**config.mk**
```make
export PLATFORM = sky130hd
export DESIGN_NAME = if_prefetch_unit
export DESIGN_NICKNAME = d
export VERILOG_FILES = /design/src/rtl/if_prefetch_unit.sv
export SDC_FILE = /design/constraint.sdc
export NUM_CORES = 1
export LEC_CHECK = 0
export BUFFER_PORTS_ARGS = -buffer_cell sky130_fd_sc_hd__buf_2
export CORE_MARGIN = 3
export CORE_UTILIZATION = 45
export CTS_CLUSTER_SIZE = 10
export DETAILED_ROUTE_END_ITERATION = 8
export PLACE_DENSITY = 0.67
export SYNTH_ARGS = -nofsm -noshare
export SYNTH_HDL_FRONTEND = slang
export SYNTH_HIERARCHICAL = 1
export SYNTH_SLANG_ARGS = --single-unit
export TNS_END_PERCENT = 1
```
**constraint.sdc**
```tcl
create_clock -name clk -period 2.4 [get_ports clk]
set_input_delay 0 -clock clk [delete_from_list [all_inputs] [get_ports clk]]
set_output_delay 0 -clock clk [all_outputs]
set_load 0.01 [all_outputs]
```
**src/rtl/if_prefetch_unit.sv**
```systemverilog
// if_prefetch_unit -- decoupled instruction prefetch stage for the RV32I pipeline.
//
// Issues in-order fetch requests to an instruction memory of any latency
// (one cycle or more). Returned words go into a DEPTH-entry queue, and the
// queue head is presented to decode. Execute-stage redirects flush the queue
// and drop every response still in flight.
//
// Ports:
//   clk, rst_n          rising-edge clock, asynchronous active-low reset
//   stallD              decode not accepting; the head is held
//   redirect_valid/pc   execute-stage PC redirect (taken branch/jump)
//   imem_req_*          fetch request channel (valid/ready/addr)
//   imem_rsp_*          in-order response channel (valid/data)
//   D_valid/instr/pc    queue head for decode (NOP when empty)
//   D_pc_plus_4         D_pc + 4, modulo 2^XLEN
//   q_count             queue occupancy

// Protocol checker: the queue never overflows, and the discard count never
// exceeds the outstanding count.
module if_prefetch_unit_chk #(
  parameter int unsigned CW = 3,
  parameter logic [CW-1:0] FULL = 3'd4
) (
  input logic          clk,
  input logic          rst_n,
  input logic          enq,
  input logic          deq,
  input logic [CW-1:0] count,
  input logic [CW-1:0] outstanding,
  input logic [CW-1:0] discard
);
  // Sample the invariants on every clock edge while out of reset.
  always @(posedge clk) begin
    if (rst_n) begin
      assert (!(enq && !deq && (count == FULL)));
      assert (discard <= outstanding);
    end
  end
endmodule

module if_prefetch_unit #(
  parameter int unsigned     XLEN     = 32,
  parameter int unsigned     DEPTH    = 4,
  parameter int unsigned     MAX_OUT  = 2,
  parameter logic [XLEN-1:0] RESET_PC = 32'h0000_0000,
  parameter logic [31:0]     NOP      = 32'h0000_0013
) (
  input  logic                   clk,
  input  logic                   rst_n,
  input  logic                   stallD,
  input  logic                   redirect_valid,
  input  logic [XLEN-1:0]        redirect_pc,
  output logic                   imem_req_valid,
  output logic [XLEN-1:0]        imem_req_addr,
  input  logic                   imem_req_ready,
  input  logic                   imem_rsp_valid,
  input  logic [31:0]            imem_rsp_data,
  output logic                   D_valid,
  output logic [31:0]            D_instr,
  output logic [XLEN-1:0]        D_pc,
  output logic [XLEN-1:0]        D_pc_plus_4,
  output logic [$clog2(DEPTH):0] q_count
);
  localparam int unsigned      AW        = $clog2(DEPTH);
  localparam int unsigned      CW        = AW + 1;
  localparam logic [CW-1:0]    CNT_ZERO  = {CW{1'b0}};
  localparam logic [CW-1:0]    CNT_ONE   = CW'(1'b1);
  localparam logic [CW-1:0]    FULL_W    = CW'(DEPTH);
  localparam logic [CW:0]      DEPTH_W   = (CW+1)'(DEPTH);
  localparam logic [CW-1:0]    MAX_OUT_W = CW'(MAX_OUT);
  localparam logic [AW-1:0]    PTR_ONE   = AW'(1'b1);
  localparam logic [XLEN-1:0]  PC_STEP   = XLEN'(32'd4);

  logic [31:0]     instr_q_r [DEPTH];
  logic [XLEN-1:0] pc_q_r    [DEPTH];
  logic [AW-1:0]   head_r, tail_r;
  logic [CW-1:0]   count_r, outstanding_r, discard_r;
  logic [XLEN-1:0] fetch_pc_r, rsp_pc_r;

  logic            issue_s, rsp_take_s, enq_s, deq_s;
  logic [CW:0]     credit_used_s;
  logic [CW-1:0]   count_nxt_s, out_nxt_s, discard_nxt_s;
  logic [XLEN-1:0] head_pc_s;

  // Issue/accept decisions and next values of the occupancy counters.
  always_comb begin
    credit_used_s  = {1'b0, count_r} + {1'b0, outstanding_r};
    // Queued plus in-flight words never exceed DEPTH, so every response has a slot.
    imem_req_valid = rst_n && (credit_used_s < DEPTH_W) &&
                     (outstanding_r < MAX_OUT_W) && !redirect_valid;
    issue_s        = imem_req_valid && imem_req_ready;
    // Responses with nothing outstanding (e.g. late after a reset) are ignored.
    rsp_take_s     = imem_rsp_valid && (outstanding_r != CNT_ZERO);
    enq_s          = rsp_take_s && (discard_r == CNT_ZERO) && !redirect_valid;
    deq_s          = (count_r != CNT_ZERO) && !stallD && !redirect_valid;

    if (issue_s && !rsp_take_s) begin
      out_nxt_s = outstanding_r + CNT_ONE;
    end else if (!issue_s && rsp_take_s) begin
      out_nxt_s = outstanding_r - CNT_ONE;
    end else begin
      out_nxt_s = outstanding_r;
    end

    if (redirect_valid) begin
      count_nxt_s = CNT_ZERO;
    end else if (enq_s && !deq_s) begin
      count_nxt_s = count_r + CNT_ONE;
    end else if (!enq_s && deq_s) begin
      count_nxt_s = count_r - CNT_ONE;
    end else begin
      count_nxt_s = count_r;
    end

    // On redirect every word still in flight is stale; no issue happens this cycle.
    if (redirect_valid) begin
      discard_nxt_s = out_nxt_s;
    end else if (rsp_take_s && (discard_r != CNT_ZERO)) begin
      discard_nxt_s = discard_r - CNT_ONE;
    end else begin
      discard_nxt_s = discard_r;
    end
  end

  // Queue head drives decode; an empty queue presents a NOP bubble.
  always_comb begin
    D_valid = (count_r != CNT_ZERO);
    if (D_valid) begin
      D_instr   = instr_q_r[head_r];
      head_pc_s = pc_q_r[head_r];
    end else begin
      D_instr   = NOP;
      head_pc_s = {XLEN{1'b0}};
    end
    D_pc          = head_pc_s;
    D_pc_plus_4   = head_pc_s + PC_STEP;
    imem_req_addr = fetch_pc_r;
    q_count       = count_r;
  end

  // Queue storage, pointers, counters and the fetch/response PC trackers.
  always_ff @(posedge clk or negedge rst_n) begin
    if (!rst_n) begin
      head_r        <= {AW{1'b0}};
      tail_r        <= {AW{1'b0}};
      count_r       <= CNT_ZERO;
      outstanding_r <= CNT_ZERO;
      discard_r     <= CNT_ZERO;
      fetch_pc_r    <= RESET_PC;
      rsp_pc_r      <= RESET_PC;
      for (int i = 0; i < DEPTH; i++) begin
        instr_q_r[i] <= NOP;
        pc_q_r[i]    <= {XLEN{1'b0}};
      end
    end else begin
      count_r       <= count_nxt_s;
      outstanding_r <= out_nxt_s;
      discard_r     <= discard_nxt_s;
      if (redirect_valid) begin
        head_r     <= {AW{1'b0}};
        tail_r     <= {AW{1'b0}};
        fetch_pc_r <= redirect_pc;
        rsp_pc_r   <= redirect_pc;
      end else begin
        if (issue_s) begin
          fetch_pc_r <= fetch_pc_r + PC_STEP;
        end
        // Each kept response belongs to the next sequential PC after the last one kept.
        if (enq_s) begin
          instr_q_r[tail_r] <= imem_rsp_data;
          pc_q_r[tail_r]    <= rsp_pc_r;
          tail_r            <= tail_r + PTR_ONE;
          rsp_pc_r          <= rsp_pc_r + PC_STEP;
        end
        if (deq_s) begin
          head_r <= head_r + PTR_ONE;
        end
      end
    end
  end

  if_prefetch_unit_chk #(
    .CW   (CW),
    .FULL (FULL_W)
  ) u_chk (
    .clk         (clk),
    .rst_n       (rst_n),
    .enq         (enq_s),
    .deq         (deq_s),
    .count       (count_r),
    .outstanding (outstanding_r),
    .discard     (discard_r)
  );
endmodule

```
---- Word level (Yosys, flattened, before mapping) ----
Index checks and enable logic that the tools add are counted.
word-level totals
  memory bits (read-only) ................. 0
  RAM bits ................................ 0
  latch bits .............................. 0
  memories kept ........................... 0
  bits of input ports ..................... 70
  output and inout bits ................... 133
  register bits ........................... 333
  logic and storage cells ................. 92
cells by class
  multiplexer cells ....................... 27
  shift-type cells ........................ 0
  bitwise logic cells ..................... 3
  magnitude comparators ................... 5
  $mul .................................... 0
  equal/unequal tests ..................... 0
  reductions and logical operators ........ 31
  divide/modulo/power cells ............... 0
  add/sub/neg operators ................... 11
operators by type and width
  kind                   number
  $mux 32                11
  $bwmux 128             2
  $bmux 32 s2            2
  $add 32x3->32 const B  3
  $demux 32 s2           1
  $mux 3                 7
  $logic_and 1x1->1      15
  $reduce_bool 3->1      4
  $sub 3x1->3 const B    3
  $mux 2                 4
  $reduce_bool 2->1      4
  $add 3x1->3 const B    2
  $ge 3x3->1 const B     2
  $logic_not 1->1        6
  $not 2->3              2
  $add 2x1->2 const B    2
  $add 3x3->4            1
  $lt 4x3->1 const B     1
  $logic_not 3->1        1
  $lt 3x1->1 const B     1
  $lt 3x2->1 const B     1
  $reduce_and 2->1       1
  $not 1->1              1

---- Longest topological paths before layout ----
Gate-level depths: netlist (run 1).
  word-level depth ........................ 11
  depth in mapped cells ................... 12
  depth with buffers taken out ............ 11

---- Least setup slack after synthesis (run 1) ----
No wires, ideal clock.
  path kind ............................... register to output
  start ................................... register count_r[1] (netlist: q_count[1])
  end ..................................... output port D_pc_plus_4[14]
  required time ........................... 2,400 ps
  stages on the path, launching flop included .. 13
  setup slack ............................. -205 ps
  data arrival time ....................... 2,605 ps
  cells stage by stage .................... dfrtp_1 nor3_1 inv_1 clkbuf_1 clkbuf_1 nand2_1 inv_1 ha_1 and2_1 nand3_1 nor3_1 xnor2_1 nor2_1
between the ends
  word-level cells in the longest chain between the ends .. 3
RTL lines
  what                    RTL line  RTL
  start, declared         77        logic [CW-1:0] count_r, outstanding_r, discard_r;
  start signal, assigned  156       count_r <= count_nxt_s;
  $reduce_bool 3->1       127       D_valid = (count_r != CNT_ZERO);
  via D_valid             58        output logic D_valid,
  $mux 32                 128       if (D_valid) begin
  via D_pc[2]             60        output logic [XLEN-1:0] D_pc,
  $add 32x3->32           136       D_pc_plus_4 = head_pc_s + PC_STEP;
  end, declared           61        output logic [XLEN-1:0] D_pc_plus_4,
The timed path passes the listed nets, and every way through them passes these cells.

---- Worst setup path after layout (run 1) ----
  start ................................... register head_r[0]
  end ..................................... output port D_pc_plus_4[30]
between the ends
  word-level cells in the longest chain between the ends .. 6
RTL lines
  what                                        RTL line  RTL
  start, declared                             76        logic [AW-1:0] head_r, tail_r;
  start signal, assigned                      144       head_r <= {AW{1'b0}};
  start signal, assigned                      160       head_r <= {AW{1'b0}};
  start signal, assigned                      176       head_r <= head_r + PTR_ONE;
  $not 2->3 (not written as such)             130       head_pc_s = pc_q_r[head_r];
  $bmux 32 s2                                 130
  $mux 32 (not written as such) (2 in a row)  130
  $mux 32                                     128
  $add 32x3->32                               136
Every way passes these cells. The select of a mux whose other input is x is not followed.

==> results of run 1 <==
## where the power goes
part	switching [mW]	internal (mW)
clock	2.24	3.31
sequential	0.773	6.80
combinational	4.03	4.52
total	7.05	14.6
## layer usage
layer  track usage  share of wire  vias up
met3        0.0320          0.057       58
li1              -              -     5298
met4        0.0536          0.020        0
met2         0.347           0.47      347
met1         0.308           0.46     5899
met5             0              0        -
## metrics by stage
stage,setup slack [ps],cell area (sq um)
after floorplan,10.8,16400
after global placement,-109,18300
after detailed placement,-154,18300
after CTS,-521,20500
after global routing,-592,20900
final,-515,20900
## area by class of cell
type / count / area share
timing repair buffer: 359 / 0.133
clock buffer: 57 / 0.0536
clock inverter: 3 / 0.00246
sequential: 333 / 0.401
tap: 461 / 0.0276
inverter: 32 / 0.00582
multi-input combinational: 853 / 0.377
## flip-flops by register name, indices dropped and copies added (netlist names)
name,cells
imem_req_addr,32
tail_r,2
instr_q_r,128
q_count,3
pc_q_r,128
discard_r,3
head_r,2
rsp_pc_r,32
outstanding_r,3
## worst max path at each step
stage | start | end | depth (start not counted)
6_report | head_r[0]$_DFFE_PN0P_ | D_pc_plus_4[30] | 8
5_1_grt | head_r[0]$_DFFE_PN0P_ | D_pc_plus_4[25] | 9
4_1_cts | head_r[0]$_DFFE_PN0P_ | D_pc_plus_4[30] | 9
3_5_place_dp | head_r[0]$_DFFE_PN0P_ | D_pc_plus_4[27] | 10
3_3_place_gp | head_r[0]$_DFFE_PN0P_ | D_pc_plus_4[27] | 10
2_1_floorplan | q_count[1]$_DFFE_PN0P_ | D_pc_plus_4[14] | 12
## tightest hold or removal path, cell delays in order
cell and delay (ps):
buf_2 110, nand2b_1 160, o311ai_0 200
## cell families after synthesis
logic type	share of synthesized area
xor+xnor	0.0385
mux	0.257
flops	0.510
simple gates	0.107
buf+inv	0.0303
compound gates	0.0452
fa+ha+maj	0.0119
## synthesized netlist by cell type, types with 3 or more instances
library cell  instances
or2_2                 4
clkbuf_1             33
dfstp_2              12
nor2_1               45
dfrtp_1             321
and4_1                4
mux2_2              245
mux2i_1               5
nor4_2                4
xnor2_1              37
buf_1                22
mux4_2               60
buf_4                 4
o21ai_0              70
nor3_1               14
inv_1                31
xor2_1               35
nand3_1              38
and2_1               56
ha_1                 14
a21oi_1              18
nand2_1             105
nand4b_1              3
o311ai_0             12
nand4_1              17
buf_6                 3
a31oi_1               5
o211ai_1              8
buf_2                17
and3_1               11
nor3b_1               3
## timing repair
item,4_1_cts,5_1_grt
gates resized for setup,45,82
gates cloned,1,0
endpoints found under the hold margin,426,0
pin swaps,21,26
buffers inserted,9,9
setup endpoints to repair,63,100
hold buffers,68,0
==> flow_metrics.env, run 1 <==
export IMPL_setup_worst_path_start_class="register"
export IMPL_antenna_violations_before_repair=0
export IMPL_ys_seq_area_frac=0.510
export IMPL_timing_critical_path_max_delay_family="simple AND/OR/NAND/NOR gates"
export IMPL_synthDistinctLibCells=62
export IMPL_critical_path_max_stage_delay_ps=540
export IMPL_route_antenna_remaining_nets=0
export IMPL_cts_htree_levels=2
export IMPL_critPathMaxFanout=7
export IMPL_crit_required_ps=2400
export IMPL_grt_usage=0.214
export IMPL_floorplan_die_width_um=197
export IMPL_worst_skew_pair_late_latency_ps=530
export IMPL_layout_common_cells="dfrtp_1 (319), mux2_2 (245), buf_2 (175)"
export IMPL_num_nets_final=1704
export IMPL_worst_pin_slew_ps=949
export IMPL_timing_fmax_mhz=343
export IMPL_overflow=0
export IMPL_synthArstFlopShare=1.00
export IMPL_maxSlewViolCount=0
export IMPL_fin_total_pwr_mw=21.7
export IMPL_worst_slew_margin_rel=0.368
export IMPL_cpMaxStageDelayCell="dfrtp_4"
export IMPL_worstRegToRegCells=9
export IMPL_rr_startpoint="outstanding_r[1]$_DFF_PN0_"
export IMPL_core_area_sq_mm=0.0357
export IMPL_post_layout_nonfiller_instances=2098
export IMPL_worst_hold_path_type="input pin to register"
export IMPL_hold_viol=0
export IMPL_placed_cells=1952
export IMPL_multi_input_area_sq_mm=0.00786
export IMPL_layout_min_cycle_time_ps=2910
export IMPL_min_delay_path_depth=3
export IMPL_violations="negative setup slack"
export IMPL_setup_slack_ps=-515
export IMPL_grt_pass1_wl_um=66500
export IMPL_setup_viol_count_final=43
export IMPL_clock_transition_at_the_registers_of_the_reported_paths_ps=60
export IMPL_numCtsBuffers=40
export IMPL_die_height_um=197
export IMPL_cts_buffer_depth=3
export IMPL_cp_num_buf_inv=2
export IMPL_drt_wl_total_um=41600
export IMPL_grt_start_max_net_pins=167
export IMPL_detail_route_vias_per_cell=5.53
export IMPL_final_layout_size_suffix_gt1_frac=0.457
export IMPL_synth_top_cells_by_area="dfrtp_1 (49%), mux2_2 (17%), mux4_2 (8.3%)"
export IMPL_reg2reg_slack_ps=110
export IMPL_synth_area_sq_mm=0.0164
export IMPL_maxCapViolCount=0
export IMPL_routed_via_count=11602
export IMPL_io_buffer_count=202
export IMPL_final_util=0.584
export IMPL_gpl_final_weighted_congestion=0.871
export IMPL_sequential_cell_area_sq_mm=0.00836
export IMPL_critPathArrivalTime_ps=2910
export IMPL_critical_path_class="register to output pin"
export IMPL_yosys_top_cell_by_area="dfrtp_1"
export IMPL_synth_nets=1385
export IMPL_hpwlAfterDp_um=27600
export IMPL_cp_end_kind="output pin"
export IMPL_floorplan_initialDensity=0.458
export IMPL_drt_iter0_markers=523
export IMPL_cts_tree="yes"
export IMPL_finalCritPeriodShare=1.21
export IMPL_fp_dieArea_sq_mm=0.0387
export IMPL_synth_main_ff_cell="dfrtp_1"
export IMPL_synth_cells=1300
export IMPL_drt_first_pass_iters=5
export IMPL_run_status="complete, but fails checks"
export IMPL_detail_route_wl_per_cell_um=19.8
export IMPL_synth_area_per_cell_sq_um=12.6
export IMPL_grt_pass1_vias=12107
export IMPL_whs_endpoint="outstanding_r[2]$_DFF_PN0_"
export IMPL_cts_root_buf="clkbuf_16"
export IMPL_floorplan_io_pins=203
export IMPL_hold_path_startpoint="imem_rsp_valid"
export IMPL_floorplan_rows=69
export IMPL_post_route_drc_count=0
export IMPL_grt_setup_unrepaired="true"
export IMPL_worst_clock_skew_ps=25.2
export IMPL_number_of_synthesized_flops_with_an_enable_pin=0
export IMPL_cts_sinks=333
export IMPL_mostFrequentLayoutCell="dfrtp_1"
export IMPL_fill_cells=2874
export IMPL_series_of_cell_instances_along_the_critical_path="buf_12 > mux4_2 > nand4_1 > and4b_2 > nand4_4 > nor4_4 > xor2_1 > buf_2"
export IMPL_antennaDiodeCount=0
export IMPL_pwr_density_cell_mw_per_mm2=1040
export IMPL_ys_warn_count=6
export IMPL_setup_total_negative_slack_ps=-10590
export IMPL_crit_reg2reg_capture="rsp_pc_r[24]$_DFFE_PN0N_"
export IMPL_synth_top_cell_area_share=0.491
export IMPL_worst_hold_margin_ps=37.8
export IMPL_ir_drop_mv=0.500
export IMPL_area_growth_synth_to_final_pct=27.4
export IMPL_ys_ff_latch=333
export IMPL_p_leak_nw=9.81
Power figures use the tool's default switching activity.
==> run 2, diff against run 1 <==
--- a/constraint.sdc
+++ b/constraint.sdc
@@ -3,2 +3,2 @@
 set_output_delay 0 -clock clk [all_outputs]
-set_load 0.01 [all_outputs]
+set_load 0.02 [all_outputs]
==> run 2 against run 1 <==
Net effect: largest cell class unchanged; clock power shrank 3%; the flow still finishes with violations (negative setup slack); worst setup slack worse by 29 ps; critical path depth grew 1; sequential share of layout area up 0.38 points; cell count is 0.24% higher.
==> flow_metrics.env, run 2 (synthesis gave the netlist of run 1 again) <==
export IMPL_cp_num_buf_inv=3
export IMPL_post_route_drc_count=0
export IMPL_layout_common_cells="dfrtp_1 (316), mux2_2 (245), buf_2 (176)"
export IMPL_area_growth_synth_to_final_pct=26.3
export IMPL_setup_slack_ps=-544
export IMPL_design_area_sq_mm=0.0207
export IMPL_critical_path_max_stage_delay_ps=540
export IMPL_final_layout_size_suffix_gt1_frac=0.447
export IMPL_worst_skew_pair_late_latency_ps=530
export IMPL_floorplan_rows=69
export IMPL_routed_via_count=11585
export IMPL_critPathMaxFanout=6
export IMPL_worst_clock_skew_ps=18.2
export IMPL_cts_root_buf="clkbuf_16"
export IMPL_series_of_cell_instances_along_the_critical_path="buf_6 > mux4_2 > nand4_1 > and4b_2 > nand4_4 > buf_12 > nor4_4 > xor2_2 > buf_4"
export IMPL_detail_route_vias_per_cell=5.51
export IMPL_floorplan_initialDensity=0.458
export IMPL_worst_hold_path_type="input pin to register"
export IMPL_grt_setup_unrepaired="true"
export IMPL_setup_viol_count_final=28
export IMPL_setup_worst_path_start_class="register"
export IMPL_floorplan_io_pins=203
export IMPL_cts_tree="yes"
export IMPL_p_leak_nw=9.75
export IMPL_top_flop_regs="instr_q_r x128, pc_q_r x128"
export IMPL_pwr_density_cell_mw_per_mm2=1040
export IMPL_numCtsBuffers=40
export IMPL_cp_end_kind="output pin"
export IMPL_drt_first_pass_iters=5
export IMPL_finalCritPeriodShare=1.23
export IMPL_drt_iter0_markers=603
export IMPL_final_util=0.578
export IMPL_maxCapViolCount=0
export IMPL_core_area_sq_mm=0.0357
export IMPL_cts_sinks=333
export IMPL_reg2reg_slack_ps=110
export IMPL_cpMaxStageDelayCell="dfrtp_4"
export IMPL_maxSlewViolCount=0
export IMPL_layout_min_cycle_time_ps=2940
export IMPL_detail_route_wl_per_cell_um=19.5
export IMPL_placed_cell_area_sq_mm=0.0185
export IMPL_placed_cells=1971
export IMPL_timing_critical_path_max_delay_family="simple AND/OR/NAND/NOR gates"
export IMPL_grt_usage=0.213
export IMPL_clock_transition_at_the_registers_of_the_reported_paths_ps=50
export IMPL_gpl_final_weighted_congestion=0.879
export IMPL_grt_start_max_net_pins=79
export IMPL_antenna_violations_before_repair=0
export IMPL_post_layout_nonfiller_instances=2103
export IMPL_worst_slew_margin_rel=0.347
export IMPL_cts_htree_levels=2
export IMPL_io_buffer_count=202
export IMPL_hpwlAfterDp_um=27700
export IMPL_run_status="complete, but fails checks"
export IMPL_critical_path_class="register to output pin"
export IMPL_grt_pass1_wl_um=66200
export IMPL_violations="negative setup slack"
export IMPL_fin_total_pwr_mw=21.6
export IMPL_grt_pass1_vias=12281
export IMPL_route_antenna_remaining_nets=0
export IMPL_drt_wl_total_um=41000
export IMPL_worst_hold_margin_ps=36.9
export IMPL_die_height_um=197
export IMPL_floorplan_die_width_um=197
export IMPL_mostFrequentLayoutCell="dfrtp_1"
export IMPL_cts_buffer_depth=3
export IMPL_overflow=0
export IMPL_ir_drop_mv=0.548
export IMPL_critPathArrivalTime_ps=2940
export IMPL_worst_pin_slew_ps=979
export IMPL_hold_viol=0
export IMPL_num_nets_final=1709
export IMPL_fp_dieArea_sq_mm=0.0387
export IMPL_timing_fmax_mhz=340
export IMPL_crit_required_ps=2400
## run 2: area by class of cell
class	count	area (sq um)
Timing Repair Buffer	364	2650
Multi-Input combinational cell	853	7840
Inverter	32	120
Clock inverter	3	26.3
Sequential cell	333	8360
Tap cell	461	577
Clock buffer	56	1100
Fill cell	2916	15100
Antenna cell	1	2.50
## run 2: report_power, final
part / internal (mW) / leakage, nW / switching [mW]
combinational: 4.08 / 4.86 / 4.57
sequential: 6.80 / 4.34 / 0.771
clock: 3.16 / 0.549 / 2.20
total: 14.0 / 9.75 / 7.55
## run 2: worst reg2reg max path, cell delays in order, from the launching register on
cell,delay [ps]
dfrtp_2,440
ha_1,310
nor4_2,170
buf_4,170
nand4_2,190
buf_4,220
or3_1,410
o311ai_1,280
## run 2: timing repair
action | in CTS | in global routing
gates resized for setup | 59 | 18
setup endpoints to repair | 71 | 95
buffers inserted | 4 | 0
gates cloned | 0 | 0
pin swaps | 9 | 3
hold buffers | 68 | 0
endpoints found under the hold margin | 520 | 0
## run 2: metrics by stage
stage	worst slack, ps	setup TNS (ps)
finish	-544	-11010
global route	-663	-14070
CTS	-586	-12000
global placement	-50.8	-132
floorplan	-46.5	-145
detailed placement	-123	-753
## run 2: layer usage
| metal | GRT usage | vias up | wire length [um] |
|---|---|---|---|
| li1 | - | 5309 | - |
| met5 | 0 | - | 0 |
| met2 | 0.344 | 357 | 18900 |
| met1 | 0.304 | 5858 | 19000 |
| met3 | 0.0371 | 61 | 2270 |
| met4 | 0.0520 | 0 | 739 |
## run 2: worst paths after layout
path / start / end / cells past startpoint
max: head_r[0]$_DFFE_PN0P_ / D_pc_plus_4[30] / 9
min: imem_rsp_valid / outstanding_r[1]$_DFF_PN0_ / 4
max reg2reg: q_count[2]$_DFFE_PN0P_ / imem_req_addr[15]$_DFFE_PN0P_ / 7
min reg2reg: pc_q_r[1]$_DFFE_PN0P_ / pc_q_r[1]$_DFFE_PN0P_ / 2
max in group asynchronous: rst_n / rsp_pc_r[21]$_DFFE_PN0N_ / 3
min in group asynchronous: rst_n / tail_r[1]$_DFFE_PN0N_ / 3
